<file path="config.mk">
export PLATFORM = sky130hd
export DESIGN_NAME = axi_grid_ch_fifo
export DESIGN_NICKNAME = d
export VERILOG_FILES = /design/src/rtl/axi_grid_ch_fifo.sv
export SDC_FILE = /design/constraint.sdc
export NUM_CORES = 1
export LEC_CHECK = 0
export CORE_MARGIN = 3
export CORE_UTILIZATION = 52
export CTS_CLUSTER_DIAMETER = 50
export DETAILED_ROUTE_END_ITERATION = 6
export PLACE_DENSITY = 0.77
export SETUP_SLACK_MARGIN = 0.1
export SYNTH_ARGS = -nofsm -noshare
export SYNTH_HDL_FRONTEND = slang
export SYNTH_SLANG_ARGS = --single-unit
</file>
<file path="constraint.sdc">
create_clock -name clk_i -period 3.4 [get_ports clk_i]
set_clock_uncertainty 0.1 [all_clocks]
set_input_delay 0.34 -clock clk_i [delete_from_list [all_inputs] [get_ports clk_i]]
set_output_delay 0.34 -clock clk_i [all_outputs]
set_load 0.03 [all_outputs]
</file>
<file path="src/rtl/axi_grid_ch_fifo.sv">
// rtl/axi_grid_ch_fifo.sv - elastic circular-buffer FIFO for one grid channel, upstream of the MNI.
// Optional zero-cycle bypass when empty: define AXI_GRID_CH_FIFO_BYPASS_EN.

package axi_default_param_pkg;
  typedef struct packed {
    logic [3:0]  id;
    logic [31:0] addr;
    logic [7:0]  len;
    logic [2:0]  size;
    logic [1:0]  burst;
  } grid_aw_chan_t;
endpackage

module axi_grid_ch_fifo #(
  parameter type         data_t = axi_default_param_pkg::grid_aw_chan_t,
  parameter int unsigned DEPTH  = 4,
  localparam int unsigned CW    = $clog2(DEPTH + 1),
  localparam int unsigned PW    = (DEPTH > 1) ? $clog2(DEPTH) : 1
) (
  input  logic          clk_i,
  input  logic          arst_i,
  input  logic          flush_i,
  input  data_t         data_i,
  input  logic          valid_i,
  output logic          ready_o,
  output data_t         data_o,
  output logic          valid_o,
  input  logic          ready_i,
  output logic [CW-1:0] count_o,
  output logic          full_o,
  output logic          empty_o
);

  data_t         mem_q [DEPTH];
  logic [PW-1:0] wp_q, wp_d;
  logic [PW-1:0] rp_q, rp_d;
  logic [CW-1:0] count_q, count_d;
  logic          push, pop, bypass;

  assign full_o  = (count_q == CW'(DEPTH));
  assign empty_o = (count_q == '0);
  assign count_o = count_q;
  // No ready_i term here: a pop cannot make room for a same-cycle push.
  assign ready_o = !full_o && !flush_i;

`ifdef AXI_GRID_CH_FIFO_BYPASS_EN
  assign bypass  = empty_o && !flush_i && valid_i && ready_i;
  assign valid_o = !flush_i && (empty_o ? valid_i : 1'b1);
  assign data_o  = empty_o ? data_i : mem_q[rp_q];
`else
  assign bypass  = 1'b0;
  assign valid_o = !flush_i && !empty_o;
  assign data_o  = mem_q[rp_q];
`endif

  assign push = valid_i && ready_o && !bypass;
  assign pop  = valid_o && ready_i && !bypass;

  always_comb begin
    wp_d    = wp_q;
    rp_d    = rp_q;
    count_d = count_q;
    if (flush_i) begin
      wp_d    = '0;
      rp_d    = '0;
      count_d = '0;
    end else begin
      // Explicit wrap so non-power-of-two depths work.
      if (push) wp_d = (wp_q == PW'(DEPTH - 1)) ? '0 : wp_q + PW'(1);
      if (pop)  rp_d = (rp_q == PW'(DEPTH - 1)) ? '0 : rp_q + PW'(1);
      if (push && !pop)      count_d = count_q + CW'(1);
      else if (pop && !push) count_d = count_q - CW'(1);
    end
  end

  always_ff @(posedge clk_i or posedge arst_i) begin
    if (arst_i) begin
      wp_q    <= '0;
      rp_q    <= '0;
      count_q <= '0;
    end else begin
      wp_q    <= wp_d;
      rp_q    <= rp_d;
      count_q <= count_d;
    end
  end

  always_ff @(posedge clk_i) begin
    if (push && !flush_i) mem_q[wp_q] <= data_i;
  end

endmodule

</file>
==> results of run 1 <==
==> state kept, by name, summed over array words and instances, names as in the netlist <==
register  count
mem_q       196
count_o       3
rp_q          2
wp_q          2
==> synthesized netlist by cell type (all sizes together) <==
cell and instances:
nor4bb 1, o21bai 1, o2bb2ai 1, nand3b 2, mux2 1, or4b 1
a21oi 5, edfxtp 196, mux4 49, a21bo 1, nor2 8, nor3 1
dfrtp 7, fa 1, nor3b 1, xnor2 1, o31ai 1, nand2b 3
clkbuf 5, mux2i 3, a211o 2, a311oi 1, ha 5, and2 4
nand2 3, or3 1, or2 1, buf 13, a2111oi 1, o21a 1
inv 6, o311a 1, and3 1
==> cells by family after synthesis <==
kind of cell	after synthesis	share of synthesized area, %
flip-flops	203	78.6
multiplexers	53	14.9
adder cells (fa/ha/maj)	6	1.07
XOR/XNOR	1	0.114
buffers and inverters	24	1.66
AO/OA/AOI/OAI	15	1.51
AND/OR/NAND/NOR	27	2.14
==> worst min-delay path by stage <==
stage | endpoint | from | slack, ns | cells after the start
after floorplan | count_o[0]$_DFFE_PP0P_ | arst_i | 0.04 | 1
after global placement | wp_q[0]$_DFFE_PP0P_ | wp_q[0]$_DFFE_PP0P_ | 0.48 | 2
after detailed placement | count_o[2]$_DFFE_PP0P_ | arst_i | 0.51 | 2
after CTS | mem_q[1][7]$_DFFE_PP_ | data_i[7] | 0.37 | 1
after global routing | mem_q[2][6]$_DFFE_PP_ | data_i[6] | 0.39 | 1
final | mem_q[0][43]$_DFFE_PP_ | data_i[43] | 0.39 | 1
==> per-layer routing <==
layer | GRT usage [%] | vias up
li1 | - | 1641
met1 | 23.0 | 1928
met2 | 29.0 | 111
met3 | 4.21 | 19
met4 | 3.87 | 0
met5 | 0 | -
==> cell usage in the layout (no fill, tap or decap), types with 2 or more instances in the layout <==
| cell | synthesis | final |
|---|---|---|
| inv_8 | 0 | 2 |
| buf_12 | 0 | 3 |
| clkbuf_16 | 0 | 23 |
| mux4_2 | 49 | 49 |
| dfrtp_1 | 7 | 5 |
| mux2i_1 | 3 | 3 |
| clkbuf_1 | 5 | 3 |
| nand3b_1 | 2 | 2 |
| nand2b_1 | 3 | 3 |
| a211o_1 | 2 | 2 |
| clkdlybuf4s50_1 | 0 | 109 |
| clkinv_2 | 0 | 5 |
| and2_2 | 0 | 4 |
| buf_4 | 6 | 11 |
| bufinv_16 | 0 | 3 |
| clkinv_1 | 0 | 3 |
| nor2_1 | 7 | 7 |
| inv_1 | 6 | 6 |
| a21oi_1 | 5 | 5 |
| nand2_1 | 3 | 3 |
| ha_1 | 5 | 5 |
| edfxtp_1 | 196 | 196 |
==> area by class of cell <==
cell class	instances	area share, %
Sequential cell	203	61.7
Multi-Input combinational cell	102	15.5
Timing Repair Buffer	124	12.7
Clock buffer	26	5.97
Tap cell	180	2.29
Clock inverter	14	1.60
Inverter	6	0.229
==> timing repair <==
item | CTS | global route
endpoints found under the hold margin | 7 | 0
endpoints found under the setup margin | 8 | 0
hold buffers | 1 | 0
setup buffers | 1 | 0
==> critical path: cells and delay by family (launching register included) <==
kind / cells / cell delay (ns)
muxes: 1 / 0.33
DFF: 1 / 0.88
buffers and inverters: 2 / 0.90
==> power by group <==
group          internal (mW)  switching [mW]
clock                   1.47           0.917
sequential              2.90           0.119
combinational          0.750           0.816
==> per-stage QoR <==
stage	power, mW	setup slack [ns]	hold WS (ns)
after detailed placement	4.64	0.443	0.507
after global placement	4.61	0.595	0.481
after floorplan	4.05	0.493	0.0434
after global routing	7.26	0.247	0.388
after CTS	7.07	0.294	0.368
final	6.98	0.354	0.388
==> metrics, run 1 <==
Worst setup EP type output pin; sequential area share after synthesis 78.6%; CTS Root Buffer Type clkbuf_16; Slew Viols, Final 0; final net count ~520; multi-input gate area in the final layout 1520 µm²; peak per-stage delay on the critical path between 0.8 and 0.9 ns; dominant cell type by area after synthesis edfxtp_1; num rows between 40 and 50; number of sinks driven by the clock tree 203; largest vdd supply drop roughly 570 µV; startpoint of the lowest-slack register-to-register path count_o[1]$_DFFE_PP0P_; grt total ovfl 0; drt initial violations 278; layout overhead on the synthesized area 27.5%; Leakage Power about 3.2 nW; number of global-route vias before repair 4038; count of boundary I/O pins between 100 and 150; Fin Setup TNS 0 ns; final worst-path cycle share 89.6%; Vias approximately 3700; per-instance average area after synthesis approximately 23 µm²; number of synthesized register bits roughly 200; Critical Path Slowest Stage Cell dfrtp_2; number of CTS-inserted buffers 22; fraction of layout instances using a drive strength above 1 approximately 23%; post-synthesis net count 389; detail-routed net length per standard cell approximately 21 µm; post-placement cell area 9050 µm²; metal1 wirelength around 5400 µm; crit path launch rp_q[1]$_DFFE_PP0P_; total inserted antenna cells 0; Syn Inst Count about 330; normalized max-slew margin between 40 and 50%; CTS clk-pin slew, worst paths ~0.060 ns; CTS HTree Levels 1; critical path fanouts, max 29; count of endpoints failing hold in the final timing report 0; total power per unit cell area 710 nW/µm²; number of placed instances, taps included slightly above 600; number of detailed-routing iterations run before antenna repair 4; non-filler cells, final approximately 660; series of cell instances along the critical path buf_12 -> mux4_2 -> clkdlybuf4s50_1; worst skew pair latency between 0.4 and 0.5 ns; arrival time at the worst endpoint ~2.6 ns; Max Cap Viol 0; highest routing layer actually used met4; CP Class reg2out; # setup viols final 0; area fraction of the dominant cell type after synthesis about three quarters; initial standard-cell utilization of the core 54.3%; worst min-delay path class in2reg; total standard cell area after synthesis roughly 7700 µm²; met3 wire length slightly above 900 µm; die outline width approximately 130 µm; critical path endpoint data_o[8]; capture instance of the worst register-to-register path count_o[1]$_DFFE_PP0P_; final worst path period need 3.05 ns; filler cell count between 900 and 1000; outcome complete, no violations; final HPWL from detailed placement around 8400 µm; fin area approximately 9800 µm²; top cells by area, synth edfxtp_1 76%, mux4_2 14%, dfrtp_1 2.3%; cell count of the worst reg-to-reg path 7; worst-case clock buffer depth 3; final weighted congestion in routability-driven placement between 0.7 and 0.8; wire length on met2 7240 µm; pin count of the biggest net entering global routing 31; register-to-register path setup slack 0.80 ns; Die Y roughly 130 µm; startpoint class of the critical path register; highest achievable clock rate approximately 330 MHz; global-route wire length before repair roughly 22000 µm; number of unique standard cell types used by synthesis 36; number of I/O port buffers roughly 110; antenna-violating nets left 0; DRC violation count after routing 0; actual slew at the worst max-slew pin a little under 0.8 ns; aggregate routed wire length 13800 µm; routed vias/inst approximately 5.6; area of all sequential standard cells 6070 µm²; Yosys warnings 0; setup repair after global routing missed its margin false; Core Util, Final roughly 69%; area of the core roughly 14000 µm²; Total Routing Usage GR 17.2%; initial antenna violation count 0; Required @ worst endpoint slightly below 3 ns; DIE AREA about 16000 µm²; TritonCTS clock tree done; Post-CTS Resized 0
Power figures use the tool's default switching activity.
==> inputs of run 2 (changes only) <==
CTS_CLUSTER_SIZE = 24   (was unset)
PLACE_DENSITY = unset   (was 0.77)
PLACE_DENSITY_LB_ADDON = 0.12   (was unset)
==> run 2 against run 1 <==
Compared with the run above:
- sequential power barely moved
- sequential share of layout area is 0.89 points higher
- setup slack improved by 0.054 ns
- combinational power barely moved
- power shrank 4.9%
- count of clock-buffer cells in the layout down 5
- highest routed layer unchanged
- sequential cell count is the same
- wire length is 1.6% lower
- core utilization shrank 0.98 points
==> metrics, run 2 (same netlist as run 1, synthesis figures left out) <==
drt initial violations 227 (-18%); setup repair after global routing missed its margin false; register-to-register path setup slack 0.82 ns (+0.02 ns); final worst-path cycle share 88.0% (-1.6 points); DIE AREA 16300 µm² (unchanged); leading cell types in the layout, fill and taps excluded 196 x edfxtp_1, 109 x clkdlybuf4s50_1, 49 x mux4_2, 19 x clkbuf_16, 7 x nor2_1; arrival time at the worst endpoint 2.55 ns (-0.06 ns); clock power share 31.0% (-3.3 points); critical path fanouts, max 15 (-48%); grt total ovfl 0 (unchanged); Core Util, Final 68.2% (-0.98 points); initial antenna violation count 0 (unchanged); fin area 9690 µm² (-1.4%); largest vdd supply drop 453 µV (-21%); post-placement cell area 9060 µm² (about the same); Worst setup EP type output pin; internal power of the cells 4.84 mW (-5.6%); die outline width 128 µm (unchanged); number of sinks driven by the clock tree 203 (unchanged); final HPWL from detailed placement 7890 µm (-6.2%); startpoint class of the critical path register; normalized max-slew margin 58.9% (+11 points); number of global-route vias before repair 3889 (-3.7%); actual slew at the worst max-slew pin 0.617 ns (-0.171 ns); Total Routing Usage GR 16.8% (-0.39 points); CTS Root Buffer Type clkbuf_16; CP Class reg2out; number of detailed-routing iterations run before antenna repair 5 (+1); fraction of layout instances using a drive strength above 1 20.6% (-2.0 points); final weighted congestion in routability-driven placement 0.703 (-5.8%); number of CTS-inserted buffers 18 (-18%); aggregate routed wire length 13600 µm (-1.6%); part of the power in combinational logic 23.6% (+1.2 points); series of cell instances along the critical path buf_4 -> mux4_2 -> clkdlybuf4s50_1; final worst hold slack 0.00753 ns (-0.381 ns); antenna-violating nets left 0 (unchanged); cell family with the largest share of critical-path delay buffers and inverters; total inserted antenna cells 0 (unchanged); outcome complete, no violations; CTS HTree Levels 1 (unchanged); sequential group share of total power 45.4% (+2.1 points); met2 capacity usage during global routing 27.7% (-1.3 points); Most Used Layer, Global Route met2; Switching Share 27.0% (+0.51 points); net load switching power 1.79 mW (-3.1%); Fin Setup TNS 0 ns (unchanged); detail-routed net length per standard cell 21.1 µm (+0.44%); routed vias/inst 5.61 (-0.68%); buffers and inverters on the worst path 2 (unchanged); total power per unit cell area 685 nW/µm² (-3.5%); area of the core 14200 µm² (unchanged); worst min-delay path class in2async; Max Cap Viol 0 (unchanged); met1 Resource Use GR 23.5% (+0.47 points); count of endpoints failing hold in the final timing report 0 (unchanged); met3 Track Usage GR 3.83% (-0.38 points); final worst path period need 2.99 ns (-0.0539 ns); count of boundary I/O pins 110 (unchanged); Slew Viols, Final 0 (unchanged); number of I/O port buffers 109 (unchanged); layout overhead on the synthesized area 25.7%; Largest register FFs 196 (unchanged); register ranked first by flip-flop count mem_q; Required @ worst endpoint 2.96 ns (about the same); initial standard-cell utilization of the core 54.3% (unchanged); filler cell count 933 (+3.1%); TritonCTS clock tree done; global-route wire length before repair 21200 µm (-2.8%); Leakage Power 3.11 nW (-3.0%); pin count of the biggest net entering global routing 50 (+61%); highest achievable clock rate 334 MHz (+1.8%); CTS clk-pin slew, worst paths 0.06 ns (about the same); leading cell type in the layout, fill and taps excluded edfxtp_1; peak per-stage delay on the critical path 0.64 ns (-0.24 ns); worst-case clock buffer depth 3 (unchanged); worst skew pair latency 0.46 ns (-0.02 ns); multi-input gate area in the final layout 1520 µm² (unchanged); # setup viols final 0 (unchanged); Critical Path Slowest Stage Cell dfrtp_4; Vias 3601 (-2.6%); num rows 43 (unchanged); Die Y 128 µm (unchanged); final net count 510 (-1.7%); Design Power 6.64 mW (-4.9%); area of all sequential standard cells 6070 µm² (unchanged); DRC violation count after routing 0 (unchanged)
run 2: changes by cell type in the layout (fill, tap and decap cells not counted), moves of 2 or more:
| cell | before | now |
|---|---|---|
| buf_4 | 11 | 4 |
| buf_12 | 3 | 6 |
| clkbuf_16 | 23 | 19 |
| inv_8 | 2 | 0 |
| clkinv_2 | 5 | 0 |
| inv_6 | 1 | 3 |
run 2: path summary, 6_finish.rpt:
path | from | end | depth (start not counted)
worst max-delay path | rp_q[0]$_DFFE_PP0P_ | data_o[8] | 3
worst min register to register | wp_q[0]$_DFFE_PP0P_ | wp_q[0]$_DFFE_PP0P_ | 2
max in group asynchronous | arst_i | rp_q[0]$_DFFE_PP0P_ | 2
min in group clk_i | data_i[32] | mem_q[3][32]$_DFFE_PP_ | 1
worst min-delay path | arst_i | count_o[2]$_DFFE_PP0P_ | 2
worst max register to register | count_o[1]$_DFFE_PP0P_ | count_o[1]$_DFFE_PP0P_ | 7
run 2: power groups by stage:
stage	sequential (mW)	clock, mW	combinational (mW)
2_1_floorplan	3.01	0	1.04
3_3_place_gp	3.09	0	1.53
3_5_place_dp	3.10	0	1.54
4_1_cts	3.04	2.11	1.55
5_1_grt	3.03	2.22	1.67
6_report	3.01	2.06	1.57
run 2: per-stage QoR:
stage | cells | setup slack (ns)
4_1_cts | 641 | 0.140
3_3_place_gp | 609 | 0.525
2_1_floorplan | 329 | 0.493
3_5_place_dp | 609 | 0.407
6_report | 642 | 0.408
5_1_grt | 642 | 0.275
run 2: layout make-up:
| cell class | count | area share, % |
|---|---|---|
| Inverter | 6 | 0.233 |
| Tap cell | 180 | 2.33 |
| Sequential cell | 203 | 62.6 |
| Timing Repair Buffer | 119 | 12.8 |
| Clock inverter | 11 | 1.29 |
| Multi-Input combinational cell | 102 | 15.7 |
| Clock buffer | 21 | 4.99 |
run 2: worst reg2reg max path, delay by kind of cell (launching register included):
family          cells  cell delay (ns)
compound gates      3             0.43
simple gates        3             1.03
flops               1             0.52
fa+ha+maj           1             0.44
run 2: repair_timing:
action,in CTS,in global routing
buffers inserted,0,1
endpoints found under the setup margin,0,9
hold buffers,0,0
gates resized for setup,0,0
run 2: metal layers:
| layer | vias up | wire length, µm |
|---|---|---|
| met5 | - | 0 |
| li1 | 1608 | - |
| met3 | 15 | 755 |
| met2 | 101 | 6900 |
| met1 | 1877 | 5770 |
| met4 | 0 | 136 |
==> inputs of run 3 (changes only) <==
SLEW_MARGIN = 15   (was unset)
==> results of run 3 <==
No change in the layout: final DEF, timing and power equal those of run 2.
